<file path="src/rtl/regfile_pkg.sv">
// -----------------------------------------------------------------------------
// regfile_pkg
// Shared definitions for the parameterised register file:
//   - rf_state_e : clear-sweep FSM states (RF_IDLE, RF_CLEAR)
//   - RF_*       : default values for the DATA_W / ADDR_W / NUM_RD / ZERO_REG
//                  parameters used by regfile_if, regfile_rd_port and
//                  regfile_param
// Optional feature macro used by the design files: REGFILE_BYPASS_EN.
// -----------------------------------------------------------------------------
package regfile_pkg;

    typedef enum logic {
        RF_IDLE  = 1'b0,
        RF_CLEAR = 1'b1
    } rf_state_e;

    localparam int RF_DATA_W   = 32;
    localparam int RF_ADDR_W   = 5;
    localparam int RF_NUM_RD   = 2;
    localparam int RF_ZERO_REG = 1;

endpackage

</file>
<file path="src/rtl/regfile_if.sv">
// -----------------------------------------------------------------------------
// regfile_if
// Bus bundle between a register-file user (master) and regfile_param (slave).
//   rd_addr  [NUM_RD*ADDR_W] : read addresses, port k at [k*ADDR_W +: ADDR_W]
//   rd_data  [NUM_RD*DATA_W] : registered read data, port k at [k*DATA_W +: DATA_W]
//   wr_en                    : write enable
//   wr_addr  [ADDR_W]        : write address
//   wr_data  [DATA_W]        : write data, signed two's complement
//   clr_req                  : one-cycle pulse requesting a full-array clear
//   busy                     : high while a clear sweep is running
// -----------------------------------------------------------------------------
interface regfile_if
    import regfile_pkg::*;
#(
    parameter int DATA_W = RF_DATA_W,
    parameter int ADDR_W = RF_ADDR_W,
    parameter int NUM_RD = RF_NUM_RD
) ();

    logic [NUM_RD*ADDR_W-1:0] rd_addr;
    logic [NUM_RD*DATA_W-1:0] rd_data;
    logic                     wr_en;
    logic [ADDR_W-1:0]        wr_addr;
    logic signed [DATA_W-1:0] wr_data;
    logic                     clr_req;
    logic                     busy;

    modport master (
        output rd_addr, wr_en, wr_addr, wr_data, clr_req,
        input  rd_data, busy
    );

    modport slave (
        input  rd_addr, wr_en, wr_addr, wr_data, clr_req,
        output rd_data, busy
    );

endinterface

</file>
<file path="src/rtl/regfile_rd_port.sv">
// -----------------------------------------------------------------------------
// regfile_rd_port
// One registered read port of the register file (one-cycle read latency).
//   clk, rst_n  : clock, asynchronous active-low reset (clears the output reg)
//   busy_i      : clear sweep in progress; forces the port output to zero
//   rd_addr_i   : read address for this port
//   mem_word_i  : storage word currently addressed by rd_addr_i
//   wr_fire_i   : a write is committing this cycle   (REGFILE_BYPASS_EN only)
//   wr_addr_i   : address of that write               (REGFILE_BYPASS_EN only)
//   wr_data_i   : data of that write                  (REGFILE_BYPASS_EN only)
//   rd_data_o   : registered read data
// With REGFILE_BYPASS_EN defined, a read hitting the address being written on
// the same edge returns the new data instead of the old register contents.
// -----------------------------------------------------------------------------
module regfile_rd_port
    import regfile_pkg::*;
#(
    parameter int DATA_W   = RF_DATA_W,
    parameter int ADDR_W   = RF_ADDR_W,
    parameter int ZERO_REG = RF_ZERO_REG
) (
    input  logic                     clk,
    input  logic                     rst_n,
    input  logic                     busy_i,
    input  logic [ADDR_W-1:0]        rd_addr_i,
    input  logic [DATA_W-1:0]        mem_word_i,
`ifdef REGFILE_BYPASS_EN
    input  logic                     wr_fire_i,
    input  logic [ADDR_W-1:0]        wr_addr_i,
    input  logic signed [DATA_W-1:0] wr_data_i,
`endif
    output logic [DATA_W-1:0]        rd_data_o
);

    logic [DATA_W-1:0] rd_d;
    logic [DATA_W-1:0] rd_q;

    // wr_fire_i is already false for busy and for discarded register-0 writes,
    // so the bypass compare needs no extra qualification here.
    always_comb begin
        rd_d = mem_word_i;
        if (busy_i) begin
            rd_d = '0;
        end else if ((ZERO_REG != 0) && (rd_addr_i == '0)) begin
            rd_d = '0;
        end
`ifdef REGFILE_BYPASS_EN
        else if (wr_fire_i && (rd_addr_i == wr_addr_i)) begin
            rd_d = wr_data_i;
        end
`endif
    end

    always_ff @(posedge clk or negedge rst_n) begin
        if (!rst_n) begin
            rd_q <= '0;
        end else begin
            rd_q <= rd_d;
        end
    end

    // Gating on busy zeroes the port from the first sweep cycle onward, even
    // though rd_q still holds the value captured on the edge that started it.
    assign rd_data_o = busy_i ? '0 : rd_q;

endmodule

</file>
<file path="src/rtl/regfile_param.sv">
// -----------------------------------------------------------------------------
// regfile_param
// Parameterised register file: DEPTH = 2**ADDR_W words of DATA_W bits, one
// write port, NUM_RD registered read ports, optional hardwired-zero register 0
// (ZERO_REG=1), and a one-register-per-cycle clear sweep started by reset or
// by clr_req. While the sweep runs, busy is high, writes and clear requests
// are ignored and every read port returns zero.
//   clk    : clock, all state changes on the rising edge
//   rst_n  : asynchronous active-low reset; restarts the sweep from index 0
//   bus    : regfile_if.slave (rd_addr, rd_data, wr_en, wr_addr, wr_data,
//            clr_req, busy)
// Optional feature macro: REGFILE_BYPASS_EN (same-edge write-to-read bypass).
// -----------------------------------------------------------------------------
module regfile_param
    import regfile_pkg::*;
#(
    parameter int DATA_W   = RF_DATA_W,
    parameter int ADDR_W   = RF_ADDR_W,
    parameter int NUM_RD   = RF_NUM_RD,
    parameter int ZERO_REG = RF_ZERO_REG
) (
    input  logic     clk,
    input  logic     rst_n,
    regfile_if.slave bus
);

    localparam int DEPTH = 2 ** ADDR_W;

    rf_state_e         state_q, state_d;
    logic [ADDR_W-1:0] idx_q, idx_d;
    logic              clr_we;
    logic              busy;
    logic              wr_drop_zero;
    logic              wr_fire;

    // Storage carries no reset; it is zeroed only by the sweep.
    logic [DATA_W-1:0] mem_q [DEPTH];

    always_ff @(posedge clk or negedge rst_n) begin
        if (!rst_n) begin
            state_q <= RF_CLEAR;
            idx_q   <= '0;
        end else begin
            state_q <= state_d;
            idx_q   <= idx_d;
        end
    end

    always_comb begin
        state_d = state_q;
        idx_d   = idx_q;
        clr_we  = 1'b0;
        case (state_q)
            RF_IDLE: begin
                if (bus.clr_req) begin
                    state_d = RF_CLEAR;
                    idx_d   = '0;
                end
            end
            RF_CLEAR: begin
                clr_we = 1'b1;
                // Stop at the all-ones index rather than relying on wrap.
                if (&idx_q) begin
                    state_d = RF_IDLE;
                    idx_d   = '0;
                end else begin
                    idx_d = idx_q + 1'b1;
                end
            end
            default: begin
                state_d = RF_CLEAR;
                idx_d   = '0;
            end
        endcase
    end

    assign busy         = (state_q == RF_CLEAR);
    assign wr_drop_zero = (ZERO_REG != 0) && (bus.wr_addr == '0);
    assign wr_fire      = bus.wr_en && !busy && !wr_drop_zero;
    assign bus.busy     = busy;

    // clr_we and wr_fire are mutually exclusive (wr_fire requires !busy).
    always_ff @(posedge clk) begin
        if (clr_we) begin
            mem_q[idx_q] <= '0;
        end else if (wr_fire) begin
            mem_q[bus.wr_addr] <= bus.wr_data;
        end
    end

    for (genvar k = 0; k < NUM_RD; k++) begin : g_rd
        logic [ADDR_W-1:0] addr_k;
        assign addr_k = bus.rd_addr[k*ADDR_W +: ADDR_W];

        regfile_rd_port #(
            .DATA_W   (DATA_W),
            .ADDR_W   (ADDR_W),
            .ZERO_REG (ZERO_REG)
        ) u_rd (
            .clk        (clk),
            .rst_n      (rst_n),
            .busy_i     (busy),
            .rd_addr_i  (addr_k),
            .mem_word_i (mem_q[addr_k]),
`ifdef REGFILE_BYPASS_EN
            .wr_fire_i  (wr_fire),
            .wr_addr_i  (bus.wr_addr),
            .wr_data_i  (bus.wr_data),
`endif
            .rd_data_o  (bus.rd_data[k*DATA_W +: DATA_W])
        );
    end

endmodule
</file>
<file path="src/flat_wrapper.sv">
// flat-port wrapper written by rule: the top's interface ports become plain ports
module regfile_param_flat import regfile_pkg::*;
#(
    parameter int DATA_W   = RF_DATA_W,
    parameter int ADDR_W   = RF_ADDR_W,
    parameter int NUM_RD   = RF_NUM_RD,
    parameter int ZERO_REG = RF_ZERO_REG
)
  (clk, rst_n, bus_rd_addr, bus_wr_en, bus_wr_addr, bus_wr_data, bus_clr_req, bus_rd_data, bus_busy);
  regfile_if #(.DATA_W(DATA_W), .ADDR_W(ADDR_W), .NUM_RD(NUM_RD)) bus_i ();
  input  logic clk;
  input  logic rst_n;
  input wire logic [$bits(bus_i.rd_addr)-1:0] bus_rd_addr;
  input wire logic [$bits(bus_i.wr_en)-1:0] bus_wr_en;
  input wire logic [$bits(bus_i.wr_addr)-1:0] bus_wr_addr;
  input wire logic [$bits(bus_i.wr_data)-1:0] bus_wr_data;
  input wire logic [$bits(bus_i.clr_req)-1:0] bus_clr_req;
  output wire logic [$bits(bus_i.rd_data)-1:0] bus_rd_data;
  output wire logic [$bits(bus_i.busy)-1:0] bus_busy;
  assign bus_i.rd_addr = bus_rd_addr;
  assign bus_i.wr_en = bus_wr_en;
  assign bus_i.wr_addr = bus_wr_addr;
  assign bus_i.wr_data = bus_wr_data;
  assign bus_i.clr_req = bus_clr_req;
  assign bus_rd_data = bus_i.rd_data;
  assign bus_busy = bus_i.busy;
  regfile_param #(.DATA_W(DATA_W), .ADDR_W(ADDR_W), .NUM_RD(NUM_RD), .ZERO_REG(ZERO_REG)) u_core (.clk(clk), .rst_n(rst_n), .bus(bus_i));
endmodule
</file>
<file path="config.mk">
export PLATFORM = sky130hd
export DESIGN_NAME = regfile_param_flat
export DESIGN_NICKNAME = d
export VERILOG_FILES = /design/src/rtl/regfile_pkg.sv /design/src/rtl/regfile_if.sv /design/src/rtl/regfile_rd_port.sv /design/src/rtl/regfile_param.sv /design/src/flat_wrapper.sv
export SDC_FILE = /design/constraint.sdc
export NUM_CORES = 1
export LEC_CHECK = 0
export BUFFER_PORTS_ARGS = -buffer_cell sky130_fd_sc_hd__buf_4
export CAP_MARGIN = 20
export CORE_MARGIN = 8
export CORE_UTILIZATION = 44
export DETAILED_ROUTE_END_ITERATION = 10
export GPL_TIMING_DRIVEN = 0
export RECOVER_POWER = 50
export REMOVE_ABC_BUFFERS = 1
export SETUP_SLACK_MARGIN = 0.5
export SLEW_MARGIN = 10
export SYNTH_ARGS = -nofsm -noshare
export SYNTH_HDL_FRONTEND = slang
export SYNTH_SLANG_ARGS = --single-unit
</file>
<file path="constraint.sdc">
create_clock -name clk -period 5.8 [get_ports clk]
set_input_delay 0.58 -clock clk [delete_from_list [all_inputs] [get_ports clk]]
set_output_delay 0.58 -clock clk [all_outputs]
set_load 0.1 [all_outputs]
</file>
### After elaboration in Yosys (flattened, before gate mapping)

Memories as Yosys holds them, arrays and structs flattened.
Index checks and enable logic that the tools add are counted.

* order comparisons: 0
* divide/modulo/power cells: 0
* mux-type cells: 21
* bitwise logic cells: 1
* equal/unequal tests: 1
* $add $sub $neg: 1
* $mul: 0
* reduce and logical (&&, ||, !) cells: 9
* shift-type cells: 0

Operators by type and width (count)
* 32-bit 2-to-1 mux: 7
* 32-bit OR reduction: 1
* 5-bit logical NOT: 3
* 5-bit 2-to-1 mux: 3
* 5-bit case mux with 2 select lines: 1
* 1-bit 2-to-1 mux: 9
* 5-bit by 1-bit adder with 5-bit output, second input constant: 1
* 5-bit AND reduction: 1
* 1-bit logical AND: 2
* 1-bit logical NOT: 2
* 2-bit inequality test, second input constant: 1
* 1-bit case mux with 2 select lines: 1
* 1-bit NOT: 1

* ROM bits: 0
* input port bits: 51
* RAM bits: 1024
* memories kept: 1
* bits in registers: 70
* latch bits: 0

Memory list
* u_core.mem_q: words 32, width 32, rd ports 2, clocked after Yosys merged registers in 0, wr ports 1, RTL line regfile_param.sv:37 `logic [DATA_W-1:0] mem_q [DEPTH];`

### Depth between registers and ports, before layout

Gate-level depths: netlist of the first run.

* word-level depth: 8
* depth in mapped cells: 8
* depth with buffers taken out: 5

### Cells and area by module

From an unflattened synthesis of the first run, not the netlist that was laid out.

* cells, all modules: 3769
* area total of the unflattened synthesis: 52426.5 um2

Modules (own cells, without submodules)
* regfile_param: cells an instance 3483, area each 49493.7 um2, seq. area each 30900.9 um2, times used 1
* regfile_rd_port: cells an instance 143, area each 1466.4 um2, seq. area each 800.8 um2, times used 2

### Worst setup path after synthesis of the first run

OpenSTA, ideal clock, no wires.

* path type: register to register
* from: register u_core.state_q (netlist: u_core.bus.busy)
* to: memory u_core.mem_q[15][0] (netlist name), enable pin
* data required time: 5.339 ns
* arrival time: 3.801 ns
* setup time: 0.461 ns
* stages on the path, launching flop included: 6
* slack: 1.538 ns
* buffers on the path: 1
* cells stage by stage: dfstp_2 -> nand2b_1 -> a21o_1 -> buf_2 -> a21oi_1 -> nor3_1

* cells in the longest elaborated chain, start to end: 8

RTL lines
* start, declared: RTL line regfile_param.sv:29 `rf_state_e state_q, state_d;`
* start signal, assigned: RTL line regfile_param.sv:44 `state_q <= state_d;`
* 1-bit logical NOT: RTL line regfile_param.sv:79 `assign wr_fire = bus.wr_en && !busy && !wr_drop_zero;`
* 1-bit logical AND (2 in a row): RTL line regfile_param.sv:79
* 1-bit 2-to-1 mux: RTL line regfile_param.sv:86 `end else if (wr_fire) begin`
* 1-bit 2-to-1 mux: RTL line regfile_param.sv:84 `if (clr_we) begin`
* 1-bit 2-to-1 mux (implied by the code): RTL line regfile_param.sv:87 `mem_q[bus.wr_addr] <= bus.wr_data;`
* 32-bit OR reduction (no line)
* 5-bit 2-to-1 mux (no line) / 1-bit 2-to-1 mux (equally long branches)
* end, declared: RTL line regfile_param.sv:37

Parallel ways exist; a longest one is shown, timed or not.

### Worst setup path after layout of the first run

* from: input port bus_rd_addr[0]
* to: register u_core.g_rd[0].u_rd.rd_q[2]

* cells in the longest elaborated chain, start to end: 3

RTL lines
* start, declared: RTL line flat_wrapper.sv:13 `input wire logic [$bits(bus_i.rd_addr)-1:0] bus_rd_addr;`
* memory read 32 x 32 bit / 5-bit logical NOT (equally long branches)
* 32-bit 2-to-1 mux *: RTL line regfile_rd_port.sv:44 `end else if ((ZERO_REG != 0) && (rd_addr_i == '0)) begin`
* 32-bit 2-to-1 mux *: RTL line regfile_rd_port.sv:42 `if (busy_i) begin`
* named net u_core.g_rd[0].u_rd.rd_d[2]: RTL line regfile_rd_port.sv:35 `logic [DATA_W-1:0] rd_d;`
* end signal, assigned: RTL line regfile_rd_port.sv:58 `rd_q <= rd_d;`
* end, declared: RTL line regfile_rd_port.sv:36 `logic [DATA_W-1:0] rd_q;`

The timed path passes the listed nets; every way through them passes the cells marked *.
A chain may end at the register's enable or synchronous reset.

==> results.cfg, run 1 <==
[logic_synthesis]
yosys_warnings = 0
netlist_area_um2 = 48700
async_flop_share_pct = 6.58
seq_area_frac_synth_pct = 64.8
ys_types = 53
synth-edff-count = 994
synthFlopType = edfxtp_1
synth.avg_cell_area_um2 = 16.2
syn_inst = 3009
synth_seq_cells = 1064

[setup_path]
critPathMaxFanout = 65
path_buf_inv = 5
crit_slowest_cell = and2_0
cp_top_family = buffers and inverters
crit_cells = 9
endpoint_kind = register
cp_common_cell = buf_16
timing.critical_path.slowest_cell_delay_ns = 1.50
crit_arrival_ns = 5.27
timing_worst_setup_path_type = input port to register
rr_worst_depth = 6
path_cells = buf_8, buf_16, buf_16, clkbuf_4, and2_0, buf_16, a22oi_1, a22oi_1, nand4_1
critPathLaunchType = input port
worst_ep_required_time_ns = 6.33

[global_routing]
use_met2_pct = 38.7
grt_pass1_vias = 31500
grt_max_degree = 87
grt_usage_pct = 24.3
gr-usage-met1_pct = 33.4
antenna_found_initial = 2
grt_remaining_overflow = 0
grt_busiest_layer = met2
met3_usage_pct = 4.70
grt_pass1_wl_um = 217000

[detailed_routing]
route.detailed.drc = 0
antenna_left = 0
viasPerCell = 6.50
routed-via-count = 30800
initialDrtViolationCount = 3475
avgRoutedWirePerCell_um = 32.0
dr.pass1.iters = 6
routed_wl_um = 151000

[clock_network]
cts_tree = done
htreeDepth = 3
postCtsSetupBuffers = 0
cts_resized = 0
cts_hold_buf = 1
clk_pin_slew_ns = 0.06
cts_buffers = 114
clk_path_buf_depth = 3
clock-sinks = 1064
clkLatencyLatePin_ns = 0.71
root_buffer = clkbuf_16

[run_status]
status = finished with violations
violations = max-capacitance violations, max-slew violations

[final_layout]
final_util_pct = 51.6
layout_commonest_cell = edfxtp_1
final_nets = 3204
layout_common_cells = 994 x edfxtp_1, 575 x mux2i_1, 193 x mux4_2, 191 x o22ai_1, 190 x a22oi_1
fill_cells = 8972
drive_above_1_share_pct = 19.1
areaGrowthSynthToFinish_pct = 16.6

[timing]
worst_hold_slack_ns = 0.120
rsz0062_at_grt = no
timing.final.crit_period_ns = 4.73
fmax_ghz = 0.211
fin_skew_ns = 0.0276
setup_viol = 0
finalHoldViolCount = 0
drv_slew = 88
relSlewSlack_pct = -79.3
tightest_slew_ns = 2.69
fin_crit_sh_pct = 81.6

[placed_design]
portBuffers = 115
detailed_place_hpwl_um = 99500
place.gp.congestion = 0.778

[floorplan]
floorplan.initialDensity_pct = 44.2
core.rowCount = 122
coreArea_um2 = 110000
ios = 116
die_w_um = 349
dieArea_um2 = 122000
die_y_um = 349

[power]
leakagePower_nw = 19.9
p_per_area_nw_per_um2 = 373
vdd_drop_max_uv = 269
finalPower_mw = 21.2

[flow_run]
cap_violations = 4

[min_path]
hold_path.class = input port to register
min_path_cells = 2
[power breakdown]
group / internal, mW / switching [mW] / total (mW) / leakage [nW]
combinational: 1.21 / 2.51 / 3.72 / 7.82
sequential: 9.55 / 0.402 / 9.95 / 10.2
clock: 4.51 / 3.03 / 7.54 / 1.91
[per-layer routing]
metal / wire (um) / share of wire (%)
met5: 0 / 0
met3: 13500 / 8.9
met2: 71000 / 47
met1: 61700 / 41
met4: 5180 / 3.4
[kinds of logic after synthesis]
family / Yosys count / share of synthesized area [%]
XOR/XNOR: 2 / 0.0359
AO/OA/AOI/OAI: 536 / 7.59
flip-flops: 1064 / 64.8
multiplexers: 768 / 20.7
buffers and inverters: 255 / 2.59
AND/OR/NAND/NOR: 382 / 4.18
adder cells (fa/ha/maj): 2 / 0.0513
[through the flow]
| step | setup TNS [ns] | instance area, um2 | cells | setup slack (ns) |
|---|---|---|---|---|
| after global placement | -3554.36 | 50200 | 4364 | -5.85 |
| after detailed placement | 0 | 53400 | 4517 | 1.80 |
| after CTS | 0 | 57200 | 4728 | 1.77 |
| after global routing | 0 | 56800 | 4733 | 0.818 |
| after floorplan | 0 | 47500 | 2761 | 0.671 |
| final | 0 | 56800 | 4735 | 1.07 |
[worst register-to-register path: cells and delay by family, from the launching register on]
kind | cells | cell delay, ns
simple gates | 2 | 0.84
compound gates | 1 | 0.86
buf+inv | 3 | 2.00
flops | 1 | 0.65
[state kept, by name, summed over array words and instances (netlist names)]
register               flops
u_core.bus.busy            1
u_core.g_rd.u_rd.rd_q     64
u_core.mem_q             994
u_core.idx_q               5
[layout make-up]
type                       count  area, um2  area share (%)
clock buffer                 144       3090            5.43
sequential                  1064      31600            55.6
multi-input combinational   1690      16100            28.4
inverter                       7       26.3          0.0462
tap                         1488       1860            3.28
timing repair buffer         274       3340            5.88
antenna                        2       5.00         0.00880
clock inverter                66        793            1.40
[cells in the mapped netlist, types with 31 or more instances]
cell,count,area (um2)
o21ai_0,66,330
and2_1,35,219
mux2i_1,575,5760
buf_2,106,531
nor2_1,31,116
edfxtp_1,994,29800
nor2b_1,72,450
mux4_2,193,4350
dfrtp_1,69,1730
a221oi_1,62,543
nand2_1,130,488
clkbuf_1,101,379
a22oi_1,189,1420
o22ai_1,191,1190
nand4_1,63,394
[final timing paths]
| check | startpoint | slack, ns | endpoint |
|---|---|---|---|
| min | bus_clr_req | 0.12 | u_core.idx_q[1] |
| min in group asynchronous | rst_n | 1.28 | u_core.g_rd[0].u_rd.rd_q[26] |
| max | bus_rd_addr[0] | 1.07 | u_core.g_rd[0].u_rd.rd_q[2] |
| max reg2reg | u_core.bus.busy | 1.12 | u_core.mem_q[10][26] |
| min reg2reg | u_core.idx_q[1] | 0.66 | u_core.idx_q[1] |
| max in group asynchronous | rst_n | 2.93 | u_core.g_rd[1].u_rd.rd_q[20] |
No activity file was read; power rests on OpenSTA's default activity.
==> inputs of run 2 (changes only) <==
clock period = 4.75 ns   (was 5.8 ns; I/O delays follow)
==> results.cfg, run 2 (synthesis results as in run 1) <==
[detailed_routing]
dr.pass1.iters = 5
antenna_left = 0
initialDrtViolationCount = 3528
route.detailed.drc = 0
avgRoutedWirePerCell_um = 32.0
routed_wl_um = 151000
viasPerCell = 6.48
routed-via-count = 30700

[timing]
tightest_slew_ns = 2.55
setup_viol = 0
relSlewSlack_pct = -69.7
finalHoldViolCount = 0
fin_skew_ns = 0.0283
drv_slew = 81
fmax_ghz = 0.235
setup_tns_ns = 0
fin_crit_sh_pct = 89.6
rsz0062_at_grt = no
timing.final.crit_period_ns = 4.26

[clock_network]
htreeDepth = 3
cts_resized = 0
clock-sinks = 1064
postCtsSetupBuffers = 0
cts_buffers = 114
clk_path_buf_depth = 3
cts_hold_buf = 2
clk_pin_slew_ns = 0.06
cts_tree = done
root_buffer = clkbuf_16
clkLatencyLatePin_ns = 0.71

[global_routing]
grt_pass1_wl_um = 217000
grt_usage_pct = 24.3
grt_max_degree = 87
grt_remaining_overflow = 0
grt_pass1_vias = 31500
antenna_found_initial = 2

[final_layout]
reg.largest.list = u_core.mem_q x994, u_core.g_rd.u_rd.rd_q x64, u_core.idx_q x5
final_nets = 3205
finalNonFillerCells = 4735
layout_commonest_cell = edfxtp_1
final_util_pct = 51.6
fill_cells = 8967
areaGrowthSynthToFinish_pct = 16.7
drive_above_1_share_pct = 19.2
layout_common_cells = 994 x edfxtp_1, 575 x mux2i_1, 193 x mux4_2, 191 x o22ai_1, 190 x a22oi_1
fin_area_um2 = 56900
largest_reg_flops = 994
top_register = u_core.mem_q

[setup_path]
worstSetupStartpoint = u_core.bus.busy
endpoint_kind = register
timing.critical_path.slowest_cell_delay_ns = 1.82
worst_ep_required_time_ns = 5.36
path_cells = buf_16, and2b_2, nor2b_1, a22oi_1, nand4_1
crit_slowest_cell = nor2b_1
cp_top_family = simple AND/OR/NAND/NOR gates
critPathLaunchType = register
timing_worst_setup_path_type = register to register
r2r-start = u_core.bus.busy
path_buf_inv = 1
critPathMaxFanout = 49
crit_arrival_ns = 4.86

[power]
seqPwrFrac_pct = 46.9
swShare_pct = 28.0
finalPower_mw = 25.9
p_sw_mw = 7.24
internal_power_mw = 18.6
p_per_area_nw_per_um2 = 455
vdd_drop_max_uv = 327
clockPowerShare_pct = 35.5
comb_power_share_pct = 17.6
leakagePower_nw = 20.0

[flow_run]
cap_violations = 4

[floorplan]
core.rowCount = 122
floorplan.initialDensity_pct = 44.2
die_y_um = 349
coreArea_um2 = 110000
die_w_um = 349
dieArea_um2 = 122000
ios = 116

[placed_design]
portBuffers = 115
detailed_place_hpwl_um = 99500
placed_cells = 4517
place.gp.congestion = 0.778
post_dp_cell_area_um2 = 53400

[run_status]
status = finished with violations
violations = max-capacitance violations, max-slew violations

[min_path]
hold_path.class = input port to register
min-delay-start = bus_rd_addr[6]
[run 2: cell count changes in the layout (fill, tap and decap cells not counted), sizes merged]
cell and delta:
diode -1, dlygate4sd3 +1
[run 2: metal layers]
metal  global-route usage [%]  part of all wire, %  up-vias
li1                         -                    -    12700
met1                     33.4                   41    16200
met2                     38.7                   47     1536
met3                     4.70                  8.5      324
met4                     8.48                  3.2        0
met5                        0                    0        -
[run 2: worst paths after layout]
kind                                                     end  slack (ns)  depth (start not counted)
worst min-delay path            u_core.g_rd[1].u_rd.rd_q[18]        0.27                          4
worst max register to register  u_core.g_rd[1].u_rd.rd_q[28]        0.49                          5
min in group asynchronous       u_core.g_rd[0].u_rd.rd_q[26]        1.11                          2
worst min register to register               u_core.idx_q[0]        0.68                          2
max in group asynchronous       u_core.g_rd[0].u_rd.rd_q[24]        1.35                          3
worst max-delay path            u_core.g_rd[1].u_rd.rd_q[28]        0.49                          5
[run 2: worst register-to-register path: cells and delay by family (launching register included)]
| family | cells | cell delay [ns] |
|---|---|---|
| and+or+nand+nor | 3 | 2.71 |
| DFF | 1 | 0.64 |
| AOI/OAI and AO/OA | 1 | 0.54 |
| buffers and inverters | 1 | 0.27 |
[run 2: power by group through the flow]
| stage | clock, mW | sequential [mW] | combinational, mW |
|---|---|---|---|
| 6_report | 9.19 | 12.2 | 4.55 |
| 3_3_place_gp | 0 | 12.5 | 3.84 |
| 5_1_grt | 9.68 | 12.2 | 4.75 |
| 4_1_cts | 9.30 | 12.1 | 4.64 |
| 2_1_floorplan | 0 | 12.2 | 2.11 |
| 3_5_place_dp | 0 | 12.3 | 4.63 |
[run 2: stage by stage]
| step | setup slack, ns | hold WS [ns] |
|---|---|---|
| 6_report | 0.494 | 0.272 |
| 5_1_grt | 0.293 | 0.282 |
| 4_1_cts | 0.723 | 0.240 |
| 3_5_place_dp | 0.749 | 0.525 |
| 3_3_place_gp | -6.90 | 0.605 |
| 2_1_floorplan | -0.379 | 0.179 |
[run 2: final cells by class]
| class | count | area, um2 | share of cell area [%] |
|---|---|---|---|
| diodes | 1 | 2.50 | 0.00440 |
| clock buffers | 144 | 3090 | 5.43 |
| clock inverters | 66 | 793 | 1.39 |
| inverters | 7 | 26.3 | 0.0462 |
| multi-input cells | 1690 | 16100 | 28.4 |
| flip-flops and latches | 1064 | 31600 | 55.6 |
| well taps | 1488 | 1860 | 3.27 |
| repair buffers | 275 | 3350 | 5.90 |
